**src/rtl/pmem_line_arbiter_if.sv**
```systemverilog
// Bundle of I-side, D-side and pmem-side signals around pmem_line_arbiter.
// master: the arbiter. slave: the caches plus the memory model (or a bench).
interface pmem_line_arbiter_if #(
   parameter int unsigned width = 256
);
   logic             i_read;
   logic [31:0]      i_address;
   logic [width-1:0] i_rdata;
   logic             i_resp;

   logic             d_read;
   logic             d_write;
   logic [31:0]      d_address;
   logic [width-1:0] d_wdata;
   logic [width-1:0] d_rdata;
   logic             d_resp;

   logic             pmem_read;
   logic             pmem_write;
   logic [31:0]      pmem_address;
   logic [width-1:0] pmem_wdata;
   logic [width-1:0] pmem_rdata;
   logic             pmem_resp;

   modport master (
      input  i_read, i_address, d_read, d_write, d_address, d_wdata,
             pmem_rdata, pmem_resp,
      output i_rdata, i_resp, d_rdata, d_resp,
             pmem_read, pmem_write, pmem_address, pmem_wdata
   );

   modport slave (
      output i_read, i_address, d_read, d_write, d_address, d_wdata,
             pmem_rdata, pmem_resp,
      input  i_rdata, i_resp, d_rdata, d_resp,
             pmem_read, pmem_write, pmem_address, pmem_wdata
   );
endinterface

```
**src/rtl/pmem_line_arbiter.sv**
```systemverilog
// pmem_line_arbiter: shares one cache-line pmem port between the I-cache miss
// path and the D-cache/victim path. One transaction at a time:
// IDLE -> BUSY_x -> RESP_x -> IDLE.
// Build option PMEM_ARB_ROUND_ROBIN_EN: when both sides request, the side
// opposite the last grant wins. Without it, D has fixed priority and a
// saturating starvation counter forces an I grant after STARVE_LIMIT D grants
// taken while I waits.
module pmem_line_arbiter #(
   parameter int unsigned width        = 256,
   parameter int unsigned STARVE_LIMIT = 4
) (
   input  logic                clk,
   input  logic                rst,
   pmem_line_arbiter_if.master bus
);

   typedef enum logic [2:0] {IDLE, BUSY_I, BUSY_D, RESP_I, RESP_D} state_e;

   state_e           state_q, state_d;
   logic [31:0]      addr_q, addr_d;
   logic [width-1:0] wdata_q, wdata_d;
   logic [width-1:0] i_rdata_q, i_rdata_d;
   logic [width-1:0] d_rdata_q, d_rdata_d;
   logic             pmem_read_q, pmem_read_d;
   logic             pmem_write_q, pmem_write_d;
   logic             i_resp_q, i_resp_d;
   logic             d_resp_q, d_resp_d;
   logic             i_req, d_req, grant_i;

`ifdef PMEM_ARB_ROUND_ROBIN_EN
   logic             last_grant_q, last_grant_d;   // 1: last grant went to I
`else
   localparam logic [3:0] STARVE_MAX = 4'(STARVE_LIMIT);
   logic [3:0]       starve_q, starve_d;
`endif

   // Arbitration and next-state/output computation for the transaction FSM.
   always_comb begin
      state_d      = state_q;
      addr_d       = addr_q;
      wdata_d      = wdata_q;
      i_rdata_d    = i_rdata_q;
      d_rdata_d    = d_rdata_q;
      pmem_read_d  = pmem_read_q;
      pmem_write_d = pmem_write_q;
      i_resp_d     = 1'b0;
      d_resp_d     = 1'b0;
      i_req        = bus.i_read;
      d_req        = bus.d_read | bus.d_write;
`ifdef PMEM_ARB_ROUND_ROBIN_EN
      last_grant_d = last_grant_q;
      grant_i      = i_req && (!d_req || !last_grant_q);
`else
      starve_d     = starve_q;
      grant_i      = i_req && (!d_req || (starve_q == STARVE_MAX));
`endif

      case (state_q)
         IDLE: begin
            if (grant_i) begin
               state_d      = BUSY_I;
               addr_d       = bus.i_address;
               pmem_read_d  = 1'b1;
               pmem_write_d = 1'b0;
`ifdef PMEM_ARB_ROUND_ROBIN_EN
               last_grant_d = 1'b1;
`else
               starve_d     = '0;
`endif
            end else if (d_req) begin
               // A write wins over a simultaneous read; the read is dropped.
               state_d      = BUSY_D;
               addr_d       = bus.d_address;
               wdata_d      = bus.d_wdata;
               pmem_write_d = bus.d_write;
               pmem_read_d  = ~bus.d_write;
`ifdef PMEM_ARB_ROUND_ROBIN_EN
               last_grant_d = 1'b0;
`else
               if (bus.i_read && (starve_q != STARVE_MAX))
                  starve_d = starve_q + 4'd1;
`endif
            end
         end
         BUSY_I: begin
            if (bus.pmem_resp) begin
               state_d      = RESP_I;
               pmem_read_d  = 1'b0;
               pmem_write_d = 1'b0;
               i_rdata_d    = bus.pmem_rdata;
               i_resp_d     = 1'b1;
            end
         end
         BUSY_D: begin
            if (bus.pmem_resp) begin
               state_d      = RESP_D;
               pmem_read_d  = 1'b0;
               pmem_write_d = 1'b0;
               if (!pmem_write_q)
                  d_rdata_d = bus.pmem_rdata;
               d_resp_d     = 1'b1;
            end
         end
         RESP_I, RESP_D: state_d = IDLE;
         default:        state_d = IDLE;
      endcase
   end

   // State and registered outputs; reset abandons any in-flight access.
   always_ff @(posedge clk or negedge rst) begin
      if (!rst) begin
         state_q      <= IDLE;
         addr_q       <= '0;
         wdata_q      <= '0;
         i_rdata_q    <= '0;
         d_rdata_q    <= '0;
         pmem_read_q  <= 1'b0;
         pmem_write_q <= 1'b0;
         i_resp_q     <= 1'b0;
         d_resp_q     <= 1'b0;
`ifdef PMEM_ARB_ROUND_ROBIN_EN
         last_grant_q <= 1'b0;
`else
         starve_q     <= '0;
`endif
      end else begin
         state_q      <= state_d;
         addr_q       <= addr_d;
         wdata_q      <= wdata_d;
         i_rdata_q    <= i_rdata_d;
         d_rdata_q    <= d_rdata_d;
         pmem_read_q  <= pmem_read_d;
         pmem_write_q <= pmem_write_d;
         i_resp_q     <= i_resp_d;
         d_resp_q     <= d_resp_d;
`ifdef PMEM_ARB_ROUND_ROBIN_EN
         last_grant_q <= last_grant_d;
`else
         starve_q     <= starve_d;
`endif
      end
   end

   assign bus.pmem_read    = pmem_read_q;
   assign bus.pmem_write   = pmem_write_q;
   assign bus.pmem_address = addr_q;
   assign bus.pmem_wdata   = wdata_q;
   assign bus.i_rdata      = i_rdata_q;
   assign bus.i_resp       = i_resp_q;
   assign bus.d_rdata      = d_rdata_q;
   assign bus.d_resp       = d_resp_q;

endmodule

```
**src/flat_wrapper.sv**
```systemverilog
// flat-port wrapper written by rule: the top's interface ports become plain ports
module pmem_line_arbiter_flat 
#(
   parameter int unsigned width        = 256,
   parameter int unsigned STARVE_LIMIT = 4
)
  (clk, rst, bus_i_read, bus_i_address, bus_d_read, bus_d_write, bus_d_address, bus_d_wdata, bus_pmem_rdata, bus_pmem_resp, bus_i_rdata, bus_i_resp, bus_d_rdata, bus_d_resp, bus_pmem_read, bus_pmem_write, bus_pmem_address, bus_pmem_wdata);
  pmem_line_arbiter_if #(.width(width)) bus_i ();
  input  logic clk;
  input  logic rst;
  input wire logic [$bits(bus_i.i_read)-1:0] bus_i_read;
  input wire logic [$bits(bus_i.i_address)-1:0] bus_i_address;
  input wire logic [$bits(bus_i.d_read)-1:0] bus_d_read;
  input wire logic [$bits(bus_i.d_write)-1:0] bus_d_write;
  input wire logic [$bits(bus_i.d_address)-1:0] bus_d_address;
  input wire logic [$bits(bus_i.d_wdata)-1:0] bus_d_wdata;
  input wire logic [$bits(bus_i.pmem_rdata)-1:0] bus_pmem_rdata;
  input wire logic [$bits(bus_i.pmem_resp)-1:0] bus_pmem_resp;
  output wire logic [$bits(bus_i.i_rdata)-1:0] bus_i_rdata;
  output wire logic [$bits(bus_i.i_resp)-1:0] bus_i_resp;
  output wire logic [$bits(bus_i.d_rdata)-1:0] bus_d_rdata;
  output wire logic [$bits(bus_i.d_resp)-1:0] bus_d_resp;
  output wire logic [$bits(bus_i.pmem_read)-1:0] bus_pmem_read;
  output wire logic [$bits(bus_i.pmem_write)-1:0] bus_pmem_write;
  output wire logic [$bits(bus_i.pmem_address)-1:0] bus_pmem_address;
  output wire logic [$bits(bus_i.pmem_wdata)-1:0] bus_pmem_wdata;
  assign bus_i.i_read = bus_i_read;
  assign bus_i.i_address = bus_i_address;
  assign bus_i.d_read = bus_d_read;
  assign bus_i.d_write = bus_d_write;
  assign bus_i.d_address = bus_d_address;
  assign bus_i.d_wdata = bus_d_wdata;
  assign bus_i.pmem_rdata = bus_pmem_rdata;
  assign bus_i.pmem_resp = bus_pmem_resp;
  assign bus_i_rdata = bus_i.i_rdata;
  assign bus_i_resp = bus_i.i_resp;
  assign bus_d_rdata = bus_i.d_rdata;
  assign bus_d_resp = bus_i.d_resp;
  assign bus_pmem_read = bus_i.pmem_read;
  assign bus_pmem_write = bus_i.pmem_write;
  assign bus_pmem_address = bus_i.pmem_address;
  assign bus_pmem_wdata = bus_i.pmem_wdata;
  pmem_line_arbiter #(.width(width), .STARVE_LIMIT(STARVE_LIMIT)) u_core (.clk(clk), .rst(rst), .bus(bus_i));
endmodule
```
**config.mk**
```make
export PLATFORM = sky130hd
export DESIGN_NAME = pmem_line_arbiter_flat
export DESIGN_NICKNAME = d
export VERILOG_FILES = /design/src/rtl/pmem_line_arbiter_if.sv /design/src/rtl/pmem_line_arbiter.sv /design/src/flat_wrapper.sv
export SDC_FILE = /design/constraint.sdc
export NUM_CORES = 1
export LEC_CHECK = 0
export CAP_MARGIN = 20
export CORE_AREA = 4 4 539 541
export DETAILED_ROUTE_END_ITERATION = 8
export DIE_AREA = 0 0 543 545
export GPL_ROUTABILITY_DRIVEN = 0
export GPL_TIMING_DRIVEN = 0
export SETUP_SLACK_MARGIN = 0.2
export SYNTH_ARGS = -nofsm -noshare
export SYNTH_HDL_FRONTEND = slang
export SYNTH_SLANG_ARGS = --single-unit
```
**constraint.sdc**
```tcl
create_clock -name clk -period 2.45 [get_ports clk]
set_input_delay 0.49 -clock clk [delete_from_list [all_inputs] [get_ports clk]]
set_output_delay 0.49 -clock clk [all_outputs]
set_load 0.01 [all_outputs]
```
==> results by group <==
Run status
  • Status: finished, violations left
  • Violated checks: hold timing, setup timing

Final layout
  • Multi-input combinational cell area: 10500 sq um
  • FF/Latch Area: 20300 sq um
  • FILL cells: 30537
  • Final Non-Filler Cells: 7288
  • Core Util, Final: between 10% and 20%
  • Share of cells above drive strength 1: between 30% and 40%
  • P&R area growth vs syn: 78.6%
  • Final net count: 3991

Worst setup path
  • RR Startpoint: u_core.starve_q[1]$_DFFE_PN0P_
  • Worst EP required: approximately 3.1 ns
  • Crit Path Max Fanout: 10
  • CP endpoint kind: register
  • Critical path arrival: 3.32 ns
  • Crit. Startpoint: u_core.starve_q[1]$_DFFE_PN0P_
  • CP Launch Type: register
  • Critical path class: register to register

Timing
  • Slew Limit Fails: 0
  • Slew HR: 41.9%
  • Clock Skew: around 0.041 ns
  • Smallest setup slack after layout: -0.204 ns
  • Slew @ Worst Pin: slightly below 0.9 ns
  • Final setup vio count: 250
  • Fmax: about 380 MHz
  • Final cycle utilization of the critical path: 108%
  • Hold Vio Cnt, Final: 89
  • Hold Slack: -0.394 ns
  • Period minus WS final: about 2.7 ns
  • RSZ-0062 raised after global routing: true

Power
  • Worst vdd ir: 741 uV
  • Pwr per Cell Area: 1400 nW/um^2
  • Leakage: roughly 24 nW
  • Overall Power: 78.3 mW

Logic synthesis
  • Multiplexer share of the synthesized area: 30.4%
  • Top area cells in the synthesized netlist: dfrtp_1 65%, mux2_2 19%, mux2_4 11%, buf_6 0.94%, buf_2 0.85%
  • Combinational family with the most area after synthesis: multiplexers
  • Register area share after synthesis: 64.8%
  • Post-Syn Nets: 2439
  • Synth Warn #: 0
  • Post-Syn Instances: ~1900
  • Simple-gate share of the synthesized area: 1.60%
  • Post-synth EDFFs: 0
  • Leading area contributor after synthesis: dfrtp_1
  • Post-Synth Adder-Cell Area: 0.112%
  • Post-synth top area share: 64.8%
  • Post-Synth XOR/XNOR Area: 0%
  • Commonest cells post-synth: 811 x dfrtp_1, 539 x mux2_2, 229 x mux2_4
  • Most common cell in the netlist: dfrtp_1
  • Top FF cell, synth: dfrtp_1
  • Synthesized area: 31300 sq um
  • Number of synthesized register bits: 811
  • Synthesized area per cell: 16.9 sq um
  • Async set-or-reset flop fraction in the synthesized netlist: between 90% and 100%
  • Synth Area in Compound Gates: 0.951%
  • Synth cell types: 33

Placed design
  • HPWL after detailed placement: 187000 um
  • Placed insts: 7014
  • Port bufs: 1385

Global route
  • Largest net degree at the start of global routing: 121
  • Global Route Usage Sum: 14.2%
  • Vias in the first global route: 25342
  • GRT overflow: 0
  • Initial antenna violation count: roughly 210
  • First-pass GRT wire length: 274000 um

Clock network
  • CTS tree: built
  • Clock buffer count from CTS: 105
  • CTS Root Buffer Type: clkbuf_16
  • Max Root-Sink Buffers: 4
  • Worst-Skew Late Latency: about 0.8 ns
  • H-tree depth: 3
  • CTS clock-pin slew for the worst setup and hold paths: ~0.06 ns
  • CTS Sinks: 811

Route
  • Routed length per placed instance: 30.6 um
  • Routed vias: 23914
  • Post-route DRC violation count: 0
  • Antenna-violating nets left: 0
  • Drt pass-1 iters: 5
  • DRT Wirelength: 223000 um
  • Initial DRC count: 1165
  • Vias per cell: 3.28

Die
  • Die Area: 296000 sq um
  • Die W: 543 um
  • Placeable Area: ~280000 sq um
  • # rows: 196
  • Initial Utilization: 11.0%
  • Die Y: 545 um
  • IO Pins: 1386

Hold path
  • Worst Hold Class: input port to async pin

Flow run
  • MaxCap Viol Count: 0
==> state kept, by name, summed over array words and instances, names as in the netlist <==
signal	cells
u_core.bus.d_resp	1
u_core.bus.pmem_read	1
u_core.starve_q	4
u_core.bus.pmem_address	32
u_core.bus.pmem_wdata	256
u_core.bus.i_rdata	256
u_core.state_q	3
u_core.bus.i_resp	1
u_core.bus.pmem_write	1
u_core.bus.d_rdata	256
==> metrics by stage <==
stage	TNS [ns]	instance area [sq um]	setup slack, ns
global route	-50.16	55800	-0.245
global placement	-	50100	-37.10
detailed placement	-1060.09	50300	-1.94
floorplan	0	31500	0.106
finish	-38.12	55900	-0.204
CTS	-77.35	54900	-0.302
==> cell usage in the layout, fill, tap and decap left out, types with 6 or more instances in the layout <==
cell | Yosys | layout
dfrtp_1 | 811 | 805
buf_8 | 0 | 10
inv_6 | 0 | 7
dfrtp_2 | 0 | 6
diode_2 | 0 | 38
nor2_1 | 37 | 37
mux2_4 | 229 | 263
buf_6 | 26 | 14
clkbuf_1 | 24 | 33
clkinv_2 | 0 | 9
clkbuf_16 | 0 | 124
buf_2 | 53 | 14
clkbuf_8 | 0 | 28
dlymetal6s2s_1 | 0 | 155
clkbuf_2 | 0 | 11
clkdlybuf4s15_2 | 0 | 9
buf_16 | 0 | 26
mux2_2 | 539 | 505
buf_4 | 0 | 34
clkdlybuf4s50_1 | 0 | 1211
a31oi_1 | 32 | 32
nand2_1 | 69 | 69
buf_12 | 0 | 36
bufinv_16 | 0 | 6
==> cell type report <==
class                   instances  share of cell area, %
inverters                       4                 0.0269
flip-flops and latches        811                   36.3
repair buffers               1446                   27.6
clock inverters                30                  0.629
diodes                         38                  0.170
clock buffers                 158                   5.58
well taps                    3762                   8.42
multi-input cells             937                   18.8
plain buffers                 102                   2.40
==> timing repair <==
| item | 4_1_cts | 5_1_grt |
|---|---|---|
| buffers inserted | 18 | 5 |
| cloned | 15 | 11 |
| endpoints found under the hold margin | 89 | 89 |
| resized for setup | 198 | 236 |
| setup endpoints to repair | 1707 | 1465 |
| pin swaps | 2 | 4 |
==> path summary, 6_finish.rpt <==
kind	endpoint	slack, ns	cells past startpoint
worst max-delay path	u_core.bus.pmem_wdata[88]$_DFFE_PN0P_	-0.20	10
worst min-delay path	u_core.bus.pmem_wdata[29]$_DFFE_PN0P_	-0.39	1
worst max register to register	u_core.bus.pmem_wdata[88]$_DFFE_PN0P_	-0.20	10
worst min register to register	u_core.bus.pmem_wdata[59]$_DFFE_PN0P_	0.50	1
max in group asynchronous	u_core.bus.i_rdata[19]$_DFFE_PN0P_	0.53	5
min in group clk	u_core.bus.pmem_address[22]$_DFFE_PN0P_	0.27	3
==> per-layer routing <==
| layer | GRT usage [%] | routed length, um | share of wire [%] | vias to the layer above |
|---|---|---|---|---|
| met5 | 0.617 | 891 | 0.40 | - |
| met4 | 5.21 | 10100 | 4.5 | 134 |
| met3 | 7.96 | 28700 | 13 | 493 |
| met2 | 23.7 | 104000 | 47 | 1433 |
| met1 | 15.0 | 79000 | 35 | 12130 |
| li1 | - | - | - | 9724 |
==> critical path, stage by stage, from the launching register on <==
cell     delay (ns)
dfrtp_1        0.34
inv_1          0.06
ha_2           0.17
and3b_2        0.20
o21a_1         0.18
buf_6          0.11
or4_4          0.54
buf_12         0.21
buf_16         0.19
buf_12         0.16
mux2_4         0.31
==> where the power goes <==
group | switching [mW] | leakage (nW) | internal [mW]
clock | 6.49 | 1.70 | 9.40
sequential | 4.07 | 9.68 | 20.2
combinational | 16.4 | 12.8 | 21.7
==> kinds of logic (layout without fill, tap and decap cells) <==
| logic type | after synthesis | count (layout) |
|---|---|---|
| adder cells (fa/ha/maj) | 3 | 3 |
| AO/OA/AOI/OAI | 45 | 45 |
| other | 0 | 38 |
| multiplexers | 768 | 768 |
| AND/OR/NAND/NOR | 121 | 121 |
| flip-flops | 811 | 811 |
| buffers and inverters | 107 | 1740 |
Note: power is estimated with default switching activity, not from simulation.
